**config.mk**
```make
export PLATFORM = sky130hd
export DESIGN_NAME = fetch_stage
export DESIGN_NICKNAME = d
export VERILOG_FILES = /design/src/rtl/fetch_stage_pkg.sv /design/src/rtl/fetch_fifo.sv /design/src/rtl/fetch_stage.sv
export SDC_FILE = /design/constraint.sdc
export NUM_CORES = 1
export LEC_CHECK = 0
export CAP_MARGIN = 15
export CORE_AREA = 4 4 190 192
export DETAILED_ROUTE_END_ITERATION = 12
export DIE_AREA = 0 0 194 196
export PLACE_DENSITY_LB_ADDON = 0.15
export SYNTH_ARGS = -nofsm -noshare
export SYNTH_HDL_FRONTEND = slang
export SYNTH_SLANG_ARGS = --single-unit
```
**constraint.sdc**
```tcl
create_clock -name clk_i -period 11.2 [get_ports clk_i]
set_clock_uncertainty 0.1 [all_clocks]
set_input_delay 2.24 -clock clk_i [delete_from_list [all_inputs] [get_ports clk_i]]
set_output_delay 2.24 -clock clk_i [all_outputs]
set_load 0.02 [all_outputs]
```
**src/rtl/fetch_stage_pkg.sv**
```systemverilog
// Shared definitions for the instruction fetch stage: the NOP pattern used
// for bubbles, the default reset PC and a word-alignment helper.
package fetch_stage_pkg;

  localparam logic [31:0] NOP_INSTRUCTION  = 32'h0000_0013;
  localparam logic [31:0] DEFAULT_RESET_PC = 32'h0000_0000;

  function automatic logic [31:0] word_align(input logic [31:0] addr);
    return {addr[31:2], 2'b00};
  endfunction

endpackage

```
**src/rtl/fetch_fifo.sv**
```systemverilog
// Small synchronous FIFO used for the prefetch buffer and for the PC tags of
// requests in flight. Push and pop may happen in the same cycle, even when
// the FIFO is full. Clear empties it and wins over push and pop.
module fetch_fifo
  import fetch_stage_pkg::*;
#(
  parameter  int DEPTH = 2,
  parameter  int WIDTH = 64,
  localparam int CNT_W = $clog2(DEPTH + 1)
) (
  input  logic             clk_i,
  input  logic             rst_i,
  input  logic             clear_i,
  input  logic             push_i,
  input  logic [WIDTH-1:0] wdata_i,
  input  logic             pop_i,
  output logic [WIDTH-1:0] rdata_o,
  output logic [CNT_W-1:0] count_o
);

  localparam int PTR_W = (DEPTH > 1) ? $clog2(DEPTH) : 1;

  logic [WIDTH-1:0] mem_q [DEPTH];
  logic [WIDTH-1:0] mem_d [DEPTH];
  logic [PTR_W-1:0] rd_ptr_q, rd_ptr_d;
  logic [PTR_W-1:0] wr_ptr_q, wr_ptr_d;
  logic [CNT_W-1:0] count_q, count_d;
  logic             do_push, do_pop;

  function automatic logic [PTR_W-1:0] ptr_inc(input logic [PTR_W-1:0] p);
    return (p == PTR_W'(DEPTH - 1)) ? '0 : p + PTR_W'(1);
  endfunction

  // Next pointer/count/storage; a push into a full FIFO is only taken when
  // the head leaves in the same cycle.
  always_comb begin
    do_pop   = pop_i && (count_q != '0);
    do_push  = push_i && ((count_q != CNT_W'(DEPTH)) || do_pop);
    mem_d    = mem_q;
    rd_ptr_d = rd_ptr_q;
    wr_ptr_d = wr_ptr_q;
    count_d  = count_q;
    if (clear_i) begin
      rd_ptr_d = '0;
      wr_ptr_d = '0;
      count_d  = '0;
    end else begin
      if (do_push) begin
        mem_d[wr_ptr_q] = wdata_i;
        wr_ptr_d        = ptr_inc(wr_ptr_q);
      end
      if (do_pop) begin
        rd_ptr_d = ptr_inc(rd_ptr_q);
      end
      count_d = count_q + CNT_W'(do_push) - CNT_W'(do_pop);
    end
  end

  // Control state: pointers and occupancy.
  always_ff @(posedge clk_i) begin
    if (rst_i) begin
      rd_ptr_q <= '0;
      wr_ptr_q <= '0;
      count_q  <= '0;
    end else begin
      rd_ptr_q <= rd_ptr_d;
      wr_ptr_q <= wr_ptr_d;
      count_q  <= count_d;
    end
  end

  // Entry storage; contents are meaningless while unoccupied, so no reset.
  always_ff @(posedge clk_i) begin
    mem_q <= mem_d;
  end

  assign rdata_o = mem_q[rd_ptr_q];
  assign count_o = count_q;

endmodule

```
**src/rtl/fetch_stage.sv**
```systemverilog
// Instruction fetch stage: owns the fetch PC, issues in-order requests under
// a credit limit, buffers responses and presents one registered
// instruction/PC pair per cycle to decode. Redirects discard wrong-path
// responses still in flight.
// Optional build macro FETCH_PERF_CNT_EN adds perf_fetched_o/perf_bubble_o.
module fetch_stage
  import fetch_stage_pkg::*;
#(
  parameter logic [31:0] RESET_PC   = DEFAULT_RESET_PC,
  parameter int          FIFO_DEPTH = 2
) (
  input  logic        clk_i,
  input  logic        rst_i,
  input  logic        stall_i,
  input  logic        flush_i,
  input  logic        branch_en_i,
  input  logic [31:0] branch_addr_i,
  output logic        imem_req_o,
  output logic [31:0] imem_addr_o,
  input  logic        imem_gnt_i,
  input  logic        imem_rvalid_i,
  input  logic [31:0] imem_rdata_i,
  output logic [31:0] IF_Instruction_o,
  output logic [31:0] IF_PC_o,
  output logic        IF_valid_o
`ifdef FETCH_PERF_CNT_EN
  ,
  output logic [31:0] perf_fetched_o,
  output logic [31:0] perf_bubble_o
`endif
);

  localparam int CNT_W = $clog2(FIFO_DEPTH + 1);
  localparam int SUM_W = CNT_W + 2;

  logic [31:0]      fetch_pc_q, fetch_pc_d;
  logic [CNT_W-1:0] drop_cnt_q, drop_cnt_d;
  logic [31:0]      instr_q, instr_d;
  logic [31:0]      pc_q, pc_d;
  logic             valid_q, valid_d;

  logic [CNT_W-1:0] fifo_count, tag_count;
  logic [63:0]      fifo_head;
  logic [31:0]      tag_pc;
  logic [SUM_W-1:0] outstanding, credit_used;
  logic             handshake, rsp_live, fifo_empty, take, bypass;
  logic             fifo_push, fifo_pop;

  // Requests in flight are the live tags plus the responses still to be
  // discarded, so no separate outstanding counter is kept.
  always_comb begin
    outstanding = SUM_W'(tag_count) + SUM_W'(drop_cnt_q);
    credit_used = SUM_W'(fifo_count) + outstanding;
    imem_req_o  = !rst_i && !branch_en_i && (credit_used < SUM_W'(FIFO_DEPTH));
    imem_addr_o = fetch_pc_q;
    handshake   = imem_req_o && imem_gnt_i;
    rsp_live    = imem_rvalid_i && (drop_cnt_q == '0);
    fifo_empty  = (fifo_count == '0);
    take        = !branch_en_i && !flush_i && !stall_i;
    bypass      = take && fifo_empty && rsp_live;
    fifo_push   = rsp_live && !branch_en_i && !bypass;
    fifo_pop    = take && !fifo_empty;
  end

  fetch_fifo #(.DEPTH(FIFO_DEPTH), .WIDTH(64)) u_prefetch (
    .clk_i   (clk_i),
    .rst_i   (rst_i),
    .clear_i (branch_en_i),
    .push_i  (fifo_push),
    .wdata_i ({tag_pc, imem_rdata_i}),
    .pop_i   (fifo_pop),
    .rdata_o (fifo_head),
    .count_o (fifo_count)
  );

  // PC tags of live (current-path) requests, consumed as their responses return.
  fetch_fifo #(.DEPTH(FIFO_DEPTH), .WIDTH(32)) u_pc_tags (
    .clk_i   (clk_i),
    .rst_i   (rst_i),
    .clear_i (branch_en_i),
    .push_i  (handshake),
    .wdata_i (fetch_pc_q),
    .pop_i   (rsp_live),
    .rdata_o (tag_pc),
    .count_o (tag_count)
  );

  // Fetch PC advance/redirect and wrong-path drop accounting. On a redirect
  // every request in flight becomes a drop, except a response arriving in
  // that same cycle, which is discarded right away.
  always_comb begin
    fetch_pc_d = fetch_pc_q;
    drop_cnt_d = drop_cnt_q;
    if (branch_en_i) begin
      fetch_pc_d = word_align(branch_addr_i);
      if (imem_rvalid_i && (outstanding != '0)) begin
        drop_cnt_d = CNT_W'(outstanding - SUM_W'(1));
      end else begin
        drop_cnt_d = CNT_W'(outstanding);
      end
    end else begin
      if (handshake) begin
        fetch_pc_d = fetch_pc_q + 32'd4;
      end
      if (imem_rvalid_i && (drop_cnt_q != '0)) begin
        drop_cnt_d = drop_cnt_q - CNT_W'(1);
      end
    end
  end

  // IF/ID register: redirect, then flush, then stall, then normal load. An
  // arriving response goes straight to the output when the buffer is empty.
  always_comb begin
    instr_d = instr_q;
    pc_d    = pc_q;
    valid_d = valid_q;
    if (branch_en_i) begin
      instr_d = NOP_INSTRUCTION;
      pc_d    = word_align(branch_addr_i);
      valid_d = 1'b0;
    end else if (flush_i) begin
      instr_d = NOP_INSTRUCTION;
      valid_d = 1'b0;
    end else if (!stall_i) begin
      if (!fifo_empty) begin
        pc_d    = fifo_head[63:32];
        instr_d = fifo_head[31:0];
        valid_d = 1'b1;
      end else if (rsp_live) begin
        pc_d    = tag_pc;
        instr_d = imem_rdata_i;
        valid_d = 1'b1;
      end else begin
        instr_d = NOP_INSTRUCTION;
        valid_d = 1'b0;
      end
    end
  end

  // Stage state registers.
  always_ff @(posedge clk_i) begin
    if (rst_i) begin
      fetch_pc_q <= RESET_PC;
      drop_cnt_q <= '0;
      instr_q    <= NOP_INSTRUCTION;
      pc_q       <= 32'h0000_0000;
      valid_q    <= 1'b0;
    end else begin
      fetch_pc_q <= fetch_pc_d;
      drop_cnt_q <= drop_cnt_d;
      instr_q    <= instr_d;
      pc_q       <= pc_d;
      valid_q    <= valid_d;
    end
  end

  assign IF_Instruction_o = instr_q;
  assign IF_PC_o          = pc_q;
  assign IF_valid_o       = valid_q;

`ifdef FETCH_PERF_CNT_EN
  logic [31:0] fetched_q, fetched_d;
  logic [31:0] bubble_q, bubble_d;
  logic        out_load;

  // Count output-register loads: real instructions vs bubbles.
  always_comb begin
    out_load  = branch_en_i || flush_i || !stall_i;
    fetched_d = fetched_q;
    bubble_d  = bubble_q;
    if (out_load && valid_d) begin
      fetched_d = fetched_q + 32'd1;
    end
    if (out_load && !valid_d) begin
      bubble_d = bubble_q + 32'd1;
    end
  end

  // Performance counter registers.
  always_ff @(posedge clk_i) begin
    if (rst_i) begin
      fetched_q <= '0;
      bubble_q  <= '0;
    end else begin
      fetched_q <= fetched_d;
      bubble_q  <= bubble_d;
    end
  end

  assign perf_fetched_o = fetched_q;
  assign perf_bubble_o  = bubble_q;
`endif

endmodule

```
==> results of run 1 <==
[registers in the layout, indices dropped and copies added, names as in the netlist]
| register | flops |
|---|---|
| IF_valid_o | 1 |
| u_pc_tags.wr_ptr_q | 1 |
| u_prefetch.wr_ptr_q | 1 |
| u_prefetch.rd_ptr_q | 1 |
| drop_cnt_q | 2 |
| u_pc_tags.count_o | 2 |
| u_pc_tags.mem_q | 60 |
| IF_PC_o | 30 |
| imem_addr_o | 30 |
| u_pc_tags.rd_ptr_q | 1 |
| u_prefetch.mem_q | 124 |
| IF_Instruction_o | 32 |
| u_prefetch.count_o | 2 |
[Yosys cell counts (5+ instances only)]
cell / count / area share, %
a222oi_1: 25 / 2.1
nor4_1: 5 / 0.26
nand4_1: 13 / 0.68
a22oi_1: 6 / 0.38
a221oi_1: 30 / 2.2
a211oi_1: 22 / 1.4
nor2_1: 76 / 2.4
mux2i_1: 30 / 2.5
xnor2_1: 11 / 0.81
buf_1: 8 / 0.25
mux2_2: 62 / 5.9
inv_1: 45 / 1.4
a21oi_1: 14 / 0.59
edfxtp_1: 184 / 46
o21ai_0: 34 / 1.4
a2111oi_0: 30 / 2.2
a311oi_1: 5 / 0.37
o211ai_1: 5 / 0.32
or4_1: 5 / 0.32
xor2_1: 16 / 1.2
nand3_1: 15 / 0.63
nand2_1: 63 / 2.0
nor3_1: 8 / 0.34
dfxtp_1: 103 / 17
clkbuf_1: 55 / 1.7
ha_1: 8 / 0.84
[final timing paths]
| check | from | endpoint |
|---|---|---|
| worst min-delay path | IF_Instruction_o[22] | IF_Instruction_o[22] |
| worst min register to register | IF_Instruction_o[22] | IF_Instruction_o[22] |
| worst max register to register | u_pc_tags.count_o[0] | u_pc_tags.mem_q[45] |
| worst max-delay path | rst_i | imem_req_o |
[worst register-to-register path, stage by stage (launching register included)]
cell and delay, ns:
dfxtp_1 0.34, ha_1 0.20, fa_1 0.59, fa_1 0.46, nor3_1 0.27, a41o_1 0.13, buf_4 0.26, nand3_1 0.27
nor2_2 0.57, buf_4 0.44
[power groups by stage]
stage               clock [mW]  sequential, mW  combinational [mW]
global placement             0            1.21               0.238
detailed placement           0            1.21               0.238
CTS                       1.11            1.19               0.240
floorplan                    0            1.23               0.111
global route              1.16            1.19               0.260
finish                    1.08            1.19               0.237
[cells by family (layout without fill, tap and decap cells)]
| family | count (synthesis) | count (layout) |
|---|---|---|
| buf+inv | 116 | 290 |
| compound gates | 190 | 190 |
| other cells | 1 | 4 |
| fa+ha+maj | 10 | 10 |
| simple gates | 210 | 210 |
| flops | 287 | 287 |
| xor+xnor | 27 | 27 |
| mux | 92 | 92 |
[layer usage]
layer	GRT usage, %	share of wire (%)	wire length (microns)
met1	21.5	46	14300
met2	27.3	48	15100
met3	3.02	4.7	1470
met4	4.24	1.9	593
met5	0	0	0
[metrics by stage]
stage          instance area [sq um]  hold slack [ns]  std cells
5_1_grt                        15100            0.399       1565
4_1_cts                        15100            0.378       1565
6_report                       15100            0.376       1565
3_3_place_gp                   14000            0.364       1501
3_5_place_dp                   14000            0.369       1501
2_1_floorplan                  11900            0.398        936
[final cells by class]
cell class / instances / area [sq um]
multi-input combinational: 533 / 3890
clock buffer: 52 / 1010
inverter: 45 / 169
tap: 455 / 569
fill: 3224 / 19300
clock inverter: 12 / 97.6
timing repair buffer: 181 / 1750
sequential: 287 / 7590
==> metrics.csv, run 1 <==
stage,metric,value,unit
synth,syn_avg_cell_area,12.7,sq um
pwr,peakVddDrop,0.0893,mV
synth,synth_edf_count,184,
pwr,power_density,166,nW/um^2
synth,synth_flop_cell,edfxtp_1,
critical_path,arrival,3.94,ns
route,postRouteAntennaNets,0,
route,first_iter_violations,488,
clocking,clkLatencyLatePin,0.51,ns
global_routing,grt_pass1_vias,8302,
floorplan,pin_count,169,
flow_run,cap_violations,0,
critical_path,worst-setup-path-type,primary input to output port,
clocking,tritoncts,done,
cells_and_area,drive_above_1_share,13.9,%
synth,yosysWarnings,0,
clocking,cts_made_buffers,35,
critical_path,path_delay_family,buffers and inverters,
pwr,seq_power_share,47.5,%
sta,finalMaxSlewViolations,0,
critical_path,slowest_delay,0.66,ns
min_path,hold_depth,2,
floorplan,die_h,196,microns
route,vias_per_cell,5.17,
pwr,internal_power,1.91,mW
pwr,clkPwrFrac,43.0,%
sta,worstMarginPinSlew,1.00,ns
critical_path,rrSetupSlack,7.22,ns
sta,hold_violations,0,
route,dr.pass1.iters,6,
route,vias,8084,
cells_and_area,syn2layout_area_growth,26.8,%
sta,fin_crit_sh,56.1,%
cells_and_area,nets,1164,
sta,tns,0,ns
synth,syn_inst,933,
clocking,cts.reportedPaths.clkPinSlew,0.06,ns
clocking,htreeDepth,2,
clocking,cts_setup_buffers,0,
global_routing,antenna_found_initial,0,
outcome,outcome,"complete, no violations",
floorplan,dieWidth,194,microns
cells_and_area,n_antenna_cell,0,
pwr,p_leak,4.96,nW
synth,synth_xor_xnor_area_share,1.99,%
critical_path,crit_required,8.86,ns
cells_and_area,layout_commonest_cell,edfxtp_1,
route,drc,0,
critical_path,worstSetupPathDepth,5,
clocking,cts.sinks,287,
clocking,clockRootBuffer,clkbuf_16,
critical_path,path_max_fanout,67,
pwr,p_total,2.50,mW
floorplan,core_area,34400,sq um
route,routed_wl,31500,microns
floorplan,dieArea,38000,sq um
critical_path,end_kind,output port,
placed_design,place_congestion,0.737,
placed_design,portBuffers,162,
synth,synth.distinct_cells,53,
sta,period_needed,6.28,ns
cells_and_area,final_cell_mix,"edfxtp_1 (184), clkdlybuf4s50_1 (159), dfxtp_1 (102), nor2_1 (71), nand2_1 (63)",
synth,synth_compound_area_share,12.3,%
pwr,power_switching,590,uW
synth,synth_fa_ha_area_share,1.18,%
pwr,power_frac_comb,9.5,%
floorplan,start_util,34.6,%
synth,synth_area,11900,sq um
synth,synth.area.mux_share,8.40,%
min_path,hp-class,flip-flop to flip-flop,
sta,rsz0062_at_grt,no,
global_routing,grt_pass1_wl,49100,microns
synth,synthArstFlopShare,0,%
synth,ys_seq_elements,287,
critical_path,path_buf_inv,3,
cells_and_area,fin_util,43.9,%
critical_path,rr_worst_depth,9,
sta,setup_slack,4.92,ns
clocking,holdBufCountCts,0,
placed_design,hpwlAfterDp,18800,microns
floorplan,row_count,68,
synth,synth_simple_gate_area_share,8.47,%
critical_path,cp_cell_sequence,"buf_2, buf_4, or2_1, nor2_1, clkdlybuf4s50_1",
sta,setup_violations,0,
clocking,ctsResizeCount,0,
global_routing,grt_max_degree,72,
placed_design,preCtsSetupSlack,4.93,ns
sta,max_freq,0.159,GHz
clocking,clockBufferDepth,3,
synth,synth_top_family_by_area,compound AO/OA/AOI/OAI gates,
global_routing,overflow,0,
route,post_drt_wl_per_cell,20.1,microns
critical_path,cp-start-kind,primary input,
critical_path,crit_path_top_delay_cell,clkdlybuf4s50_1,
global_routing,grtUsageTotal,16.1,%
synth,ys_seq_area_share,63.8,%
sta,relSlewSlack,33.4,%
pwr,swShare,23.6,%
Power figures use the tool's default switching activity.
==> inputs of run 2 (changes only) <==
Clock period 11.2 ns to 5.7 ns, I/O delays scaled along.
==> run 2 against run 1 <==
  * Flip-flop and latch count is the same
  * Via count rose by 1.3%
  * Wire length about the same
  * Largest power group unchanged
  * Sequential share of layout area down 0.26 points
  * Combinational power increased by 97%
  * Final area up 0.51%
  * Worst setup slack got worse by 3.9 ns
  * Worst hold slack worse by 0.0012 ns
  * Sequential power up 97%
  * Clock-buffer cell count decreased by 10
==> metrics.csv, run 2 (same netlist as run 1, synthesis figures left out) <==
stage,metric,value,unit
clocking,cts.reportedPaths.clkPinSlew,0.06,ns
clocking,cts.sinks,287,
global_routing,grt_pass1_vias,8209,
floorplan,dieWidth,194,microns
route,vias,8186,
critical_path,critPathMostFrequentCell,fa_1,
sta,hold_violations,0,
sta,fin_crit_sh,82.1,%
cells_and_area,multi_input_comb_area,3900,sq um
floorplan,row_count,68,
clocking,clkLatencyLatePin,0.51,ns
critical_path,cp_cell_sequence,"ha_1, fa_1, fa_1, nor3_1, a41oi_1, buf_4, nor2_1, clkdlybuf4s50_1",
clocking,clockBufferDepth,3,
floorplan,pin_count,169,
route,post_drt_wl_per_cell,20.1,microns
critical_path,path_max_fanout,8,
critical_path,critical_path.startpoint,u_pc_tags.count_o[0],
clocking,holdBufCountCts,0,
critical_path,crit_path_top_delay_cell,clkdlybuf4s50_1,
min_path,hp-class,flip-flop to flip-flop,
critical_path,end_kind,output port,
sta,tns,0,ns
flow_run,cap_violations,0,
sta,setup_violations,0,
sta,finalMaxSlewViolations,0,
global_routing,grt_pass1_wl,49400,microns
clocking,clockRootBuffer,clkbuf_16,
pwr,power_density,329,nW/um^2
min_path,min-delay-start,IF_Instruction_o[20],
placed_design,portBuffers,162,
cells_and_area,largest_reg_flops,124,
floorplan,die_h,196,microns
cells_and_area,regArea,7590,sq um
cells_and_area,layout_commonest_cell,edfxtp_1,
cells_and_area,fillers,3194,
outcome,outcome,"complete, no violations",
global_routing,grt_max_degree,67,
pwr,p_leak,4.99,nW
route,postRouteAntennaNets,0,
sta,period_needed,4.68,ns
sta,max_freq,0.214,GHz
sta,worstMarginPinSlew,0.803,ns
cells_and_area,drive_above_1_share,14.7,%
cells_and_area,regMostFlops,u_prefetch.mem_q,
clocking,cts_made_buffers,35,
route,first_iter_violations,567,
placed_design,hpwlAfterDp,19200,microns
cells_and_area,final_cell_mix,"edfxtp_1 (184), clkdlybuf4s50_1 (159), dfxtp_1 (102), nor2_1 (71), nand2_1 (63)",
floorplan,core_area,34400,sq um
critical_path,cp-start-kind,flip-flop,
critical_path,path_delay_family,adder cells,
critical_path,slowest_delay,0.65,ns
sta,rsz0062_at_grt,no,
critical_path,arrival,3.44,ns
clocking,htreeDepth,2,
clocking,ctsResizeCount,0,
route,dr.pass1.iters,5,
critical_path,crit_required,4.46,ns
sta,relSlewSlack,46.5,%
pwr,peakVddDrop,0.176,mV
critical_path,reg2reg_from,u_pc_tags.count_o[0],
clocking,tritoncts,done,
placed_design,place_congestion,0.755,
cells_and_area,nets,1168,
clocking,cts_setup_buffers,0,
critical_path,worst-setup-path-type,flip-flop to output port,
critical_path,path_buf_inv,2,
route,drc,0,
route,routed_wl,31500,microns
cells_and_area,syn2layout_area_growth,27.5,%
floorplan,dieArea,38000,sq um
global_routing,overflow,0,
route,vias_per_cell,5.22,
floorplan,start_util,34.6,%
global_routing,antenna_found_initial,1,
global_routing,grtUsageTotal,16.3,%
cells_and_area,fin_util,44.1,%
run 2: changes by cell type in the layout (fill, tap and decap cells not counted), sizes merged:
cell	previous run	this run
buf	22	26
bufinv	1	3
clkbuf	52	42
clkinv	7	13
clkinvlp	0	4
diode	0	1
inv	49	45
run 2: per-layer routing:
layer / part of all wire, % / routed length (microns) / GRT usage [%] / vias to the layer above
met5: 0 / 0 / 0 / -
met4: 2.6 / 824 / 5.00 / 0
met3: 4.8 / 1520 / 2.92 / 48
met2: 46 / 14600 / 26.1 / 218
met1: 46 / 14500 / 22.6 / 4036
li1: - / - / - / 3884
run 2: path summary, 6_finish.rpt:
path / cells past startpoint / end / slack, ns
max: 8 / imem_req_o / 1.02
min: 2 / IF_Instruction_o[20] / 0.37
max reg2reg: 9 / u_pc_tags.mem_q[4] / 2.25
min reg2reg: 2 / IF_Instruction_o[20] / 0.37
run 2: worst reg2reg max path, delay by kind of cell, from the launching register on:
| kind | cells | cell delay, ns |
|---|---|---|
| buffers and inverters | 2 | 0.61 |
| AOI/OAI and AO/OA | 1 | 0.13 |
| adders and majority gates | 3 | 1.24 |
| DFF | 1 | 0.34 |
| and+or+nand+nor | 3 | 0.69 |
run 2: layout make-up:
| class | count | share of cell area (%) |
|---|---|---|
| sequential | 287 | 50.1 |
| tap | 455 | 3.76 |
| clock inverter | 20 | 1.19 |
| clock buffer | 42 | 6.37 |
| timing repair buffer | 185 | 11.7 |
| antenna | 1 | 0.0165 |
| multi-input combinational | 533 | 25.7 |
| inverter | 45 | 1.11 |
run 2: metrics by stage:
step	power (mW)	std cells	hold slack (ns)	cell area, sq um	setup WS, ns
after floorplan	2.63	936	0.417	11900	0.0672
after global placement	2.85	1505	0.363	14000	1.50
after detailed placement	2.85	1505	0.369	14000	1.52
after CTS	5.07	1567	0.377	15100	0.961
after global routing	5.21	1568	0.397	15200	0.833
final	4.99	1568	0.375	15200	1.02
run 2: power by group:
part / total (mW) / internal [mW] / switching [mW]
clock: 2.19 / 1.34 / 0.847
sequential: 2.34 / 2.29 / 0.0510
combinational: 0.467 / 0.197 / 0.270
total: 4.99 / 3.82 / 1.17
==> inputs of run 3 (changes only) <==
Clock period 5.7 ns to 4.4 ns, I/O delays scaled along.
==> run 3 against run 2 <==
  * Die area unchanged
  * Via count is 1.1% lower
  * Clock power increased by 17%
  * Non-clock buffer count increased by 2
  * Register-to-register slack worse by 1.5 ns
  * Worst setup slack got worse by 0.71 ns
  * Worst hold slack lost 0.0021 ns
==> metrics.csv, run 3 (same netlist as run 1, synthesis figures left out) <==
stage,metric,value,unit
critical_path,crit_required,3.42,ns
floorplan,start_util,34.6,%
sta,timing.hold.ws,0.372,ns
cells_and_area,layout_commonest_cell,edfxtp_1,
clocking,htreeDepth,1,
sta,period_needed,4.09,ns
clocking,cts_made_buffers,31,
cells_and_area,syn2layout_area_growth,26.6,%
placed_design,place_congestion,0.760,
placed_design,dp_cells,1507,
floorplan,row_count,68,
clocking,tritoncts,done,
cells_and_area,drive_above_1_share,14.6,%
global_routing,grt_pass1_vias,8111,
floorplan,dieWidth,194,microns
critical_path,path_max_fanout,4,
cells_and_area,nets,1166,
sta,finalMaxSlewViolations,0,
sta,relSlewSlack,35.3,%
cells_and_area,n_antenna_cell,0,
sta,tns,0,ns
cells_and_area,largest_reg_flops,124,
sta,worstMarginPinSlew,0.970,ns
clocking,cts.sinks,287,
route,post_drt_wl_per_cell,20.2,microns
cells_and_area,final_cell_mix,"edfxtp_1 (184), clkdlybuf4s50_1 (158), dfxtp_1 (101), nor2_1 (71), nand2_1 (63)",
pwr,p_leak,4.96,nW
route,first_iter_violations,659,
clocking,cts.reportedPaths.clkPinSlew,0.06,ns
placed_design,portBuffers,162,
min_path,hp-class,flip-flop to flip-flop,
outcome,outcome,"complete, no violations",
global_routing,overflow,0,
pwr,power_density,412,nW/um^2
pwr,p_total,6.20,mW
sta,fin_crit_sh,92.9,%
clocking,clkLatencyLatePin,0.54,ns
critical_path,cp-start-kind,flip-flop,
route,vias_per_cell,5.17,
flow_run,cap_violations,0,
global_routing,grt_max_degree,70,
route,vias,8093,
sta,hold_violations,0,
clocking,ctsResizeCount,1,
pwr,peakVddDrop,0.285,mV
clocking,clockBufferDepth,3,
global_routing,grtUsageTotal,16.0,%
cells_and_area,instances_no_fill,1564,
critical_path,arrival,3.11,ns
critical_path,end_kind,output port,
route,routed_wl,31600,microns
route,postRouteAntennaNets,0,
clocking,holdBufCountCts,0,
critical_path,worst-setup-path-type,flip-flop to output port,
sta,max_freq,0.245,GHz
global_routing,grt_pass1_wl,48500,microns
floorplan,die_h,196,microns
floorplan,dieArea,38000,sq um
floorplan,core_area,34400,sq um
sta,setup_violations,0,
clocking,cts_setup_buffers,0,
global_routing,antenna_found_initial,0,
cells_and_area,regMostFlops,u_prefetch.mem_q,
sta,rsz0062_at_grt,no,
route,dr.pass1.iters,6,
route,drc,0,
clocking,clockRootBuffer,clkbuf_16,
floorplan,pin_count,169,
placed_design,hpwlAfterDp,19400,microns
==> run 3: changes by cell type in the layout (fill, tap and decap cells not counted), sizes merged <==
cell | before | now
buf | 26 | 28
clkinvlp | 4 | 2
clkinv | 13 | 7
clkbuf | 42 | 47
dlygate4sd2 | 0 | 1
diode | 1 | 0
bufinv | 3 | 1
clkdlybuf4s50 | 159 | 158
==> run 3: cell type report <==
cell class	count	area [sq um]
sequential	287	7590
inverter	45	169
tap	455	569
clock inverter	10	82.6
timing repair buffer	187	1790
multi-input combinational	533	3900
fill	3247	19300
clock buffer	47	946
==> run 3: worst paths after layout <==
| check | slack [ns] | end | from | depth (start not counted) |
|---|---|---|---|---|
| worst max register to register | 0.75 | u_pc_tags.mem_q[60] | drop_cnt_q[0] | 8 |
| worst min-delay path | 0.37 | IF_Instruction_o[3] | IF_Instruction_o[3] | 2 |
| worst max-delay path | 0.31 | imem_req_o | drop_cnt_q[0] | 7 |
| worst min register to register | 0.37 | IF_Instruction_o[3] | IF_Instruction_o[3] | 2 |
==> run 3: report_power, final <==
| group | switching, mW | total (mW) | internal (mW) |
|---|---|---|---|
| registers | 0.0665 | 3.03 | 2.96 |
| logic | 0.352 | 0.607 | 0.256 |
| clock network | 1.04 | 2.57 | 1.53 |
==> run 3: worst max-delay path, stage by stage (launching register included) <==
cell	delay [ns]
dfxtp_1	0.34
ha_1	0.22
fa_1	0.57
fa_1	0.46
nor3_1	0.27
a41oi_1	0.11
nor2_1	0.23
dlygate4sd2_1	0.37
==> run 3: per-stage QoR <==
stage | util, % | worst slack, ns | cell area, sq um
2_1_floorplan | - | 0.0348 | 11900
3_3_place_gp | 40.8 | 0.579 | 14000
3_5_place_dp | 40.8 | 0.604 | 14000
4_1_cts | 43.8 | 0.282 | 15000
5_1_grt | 43.8 | 0.135 | 15000
6_report | 43.8 | 0.313 | 15000
==> run 3: metal layers <==
layer	wire length [microns]	global-route usage (%)
met1	14300	21.6
met5	0	0
met4	395	2.76
met2	15200	27.4
met3	1670	2.94
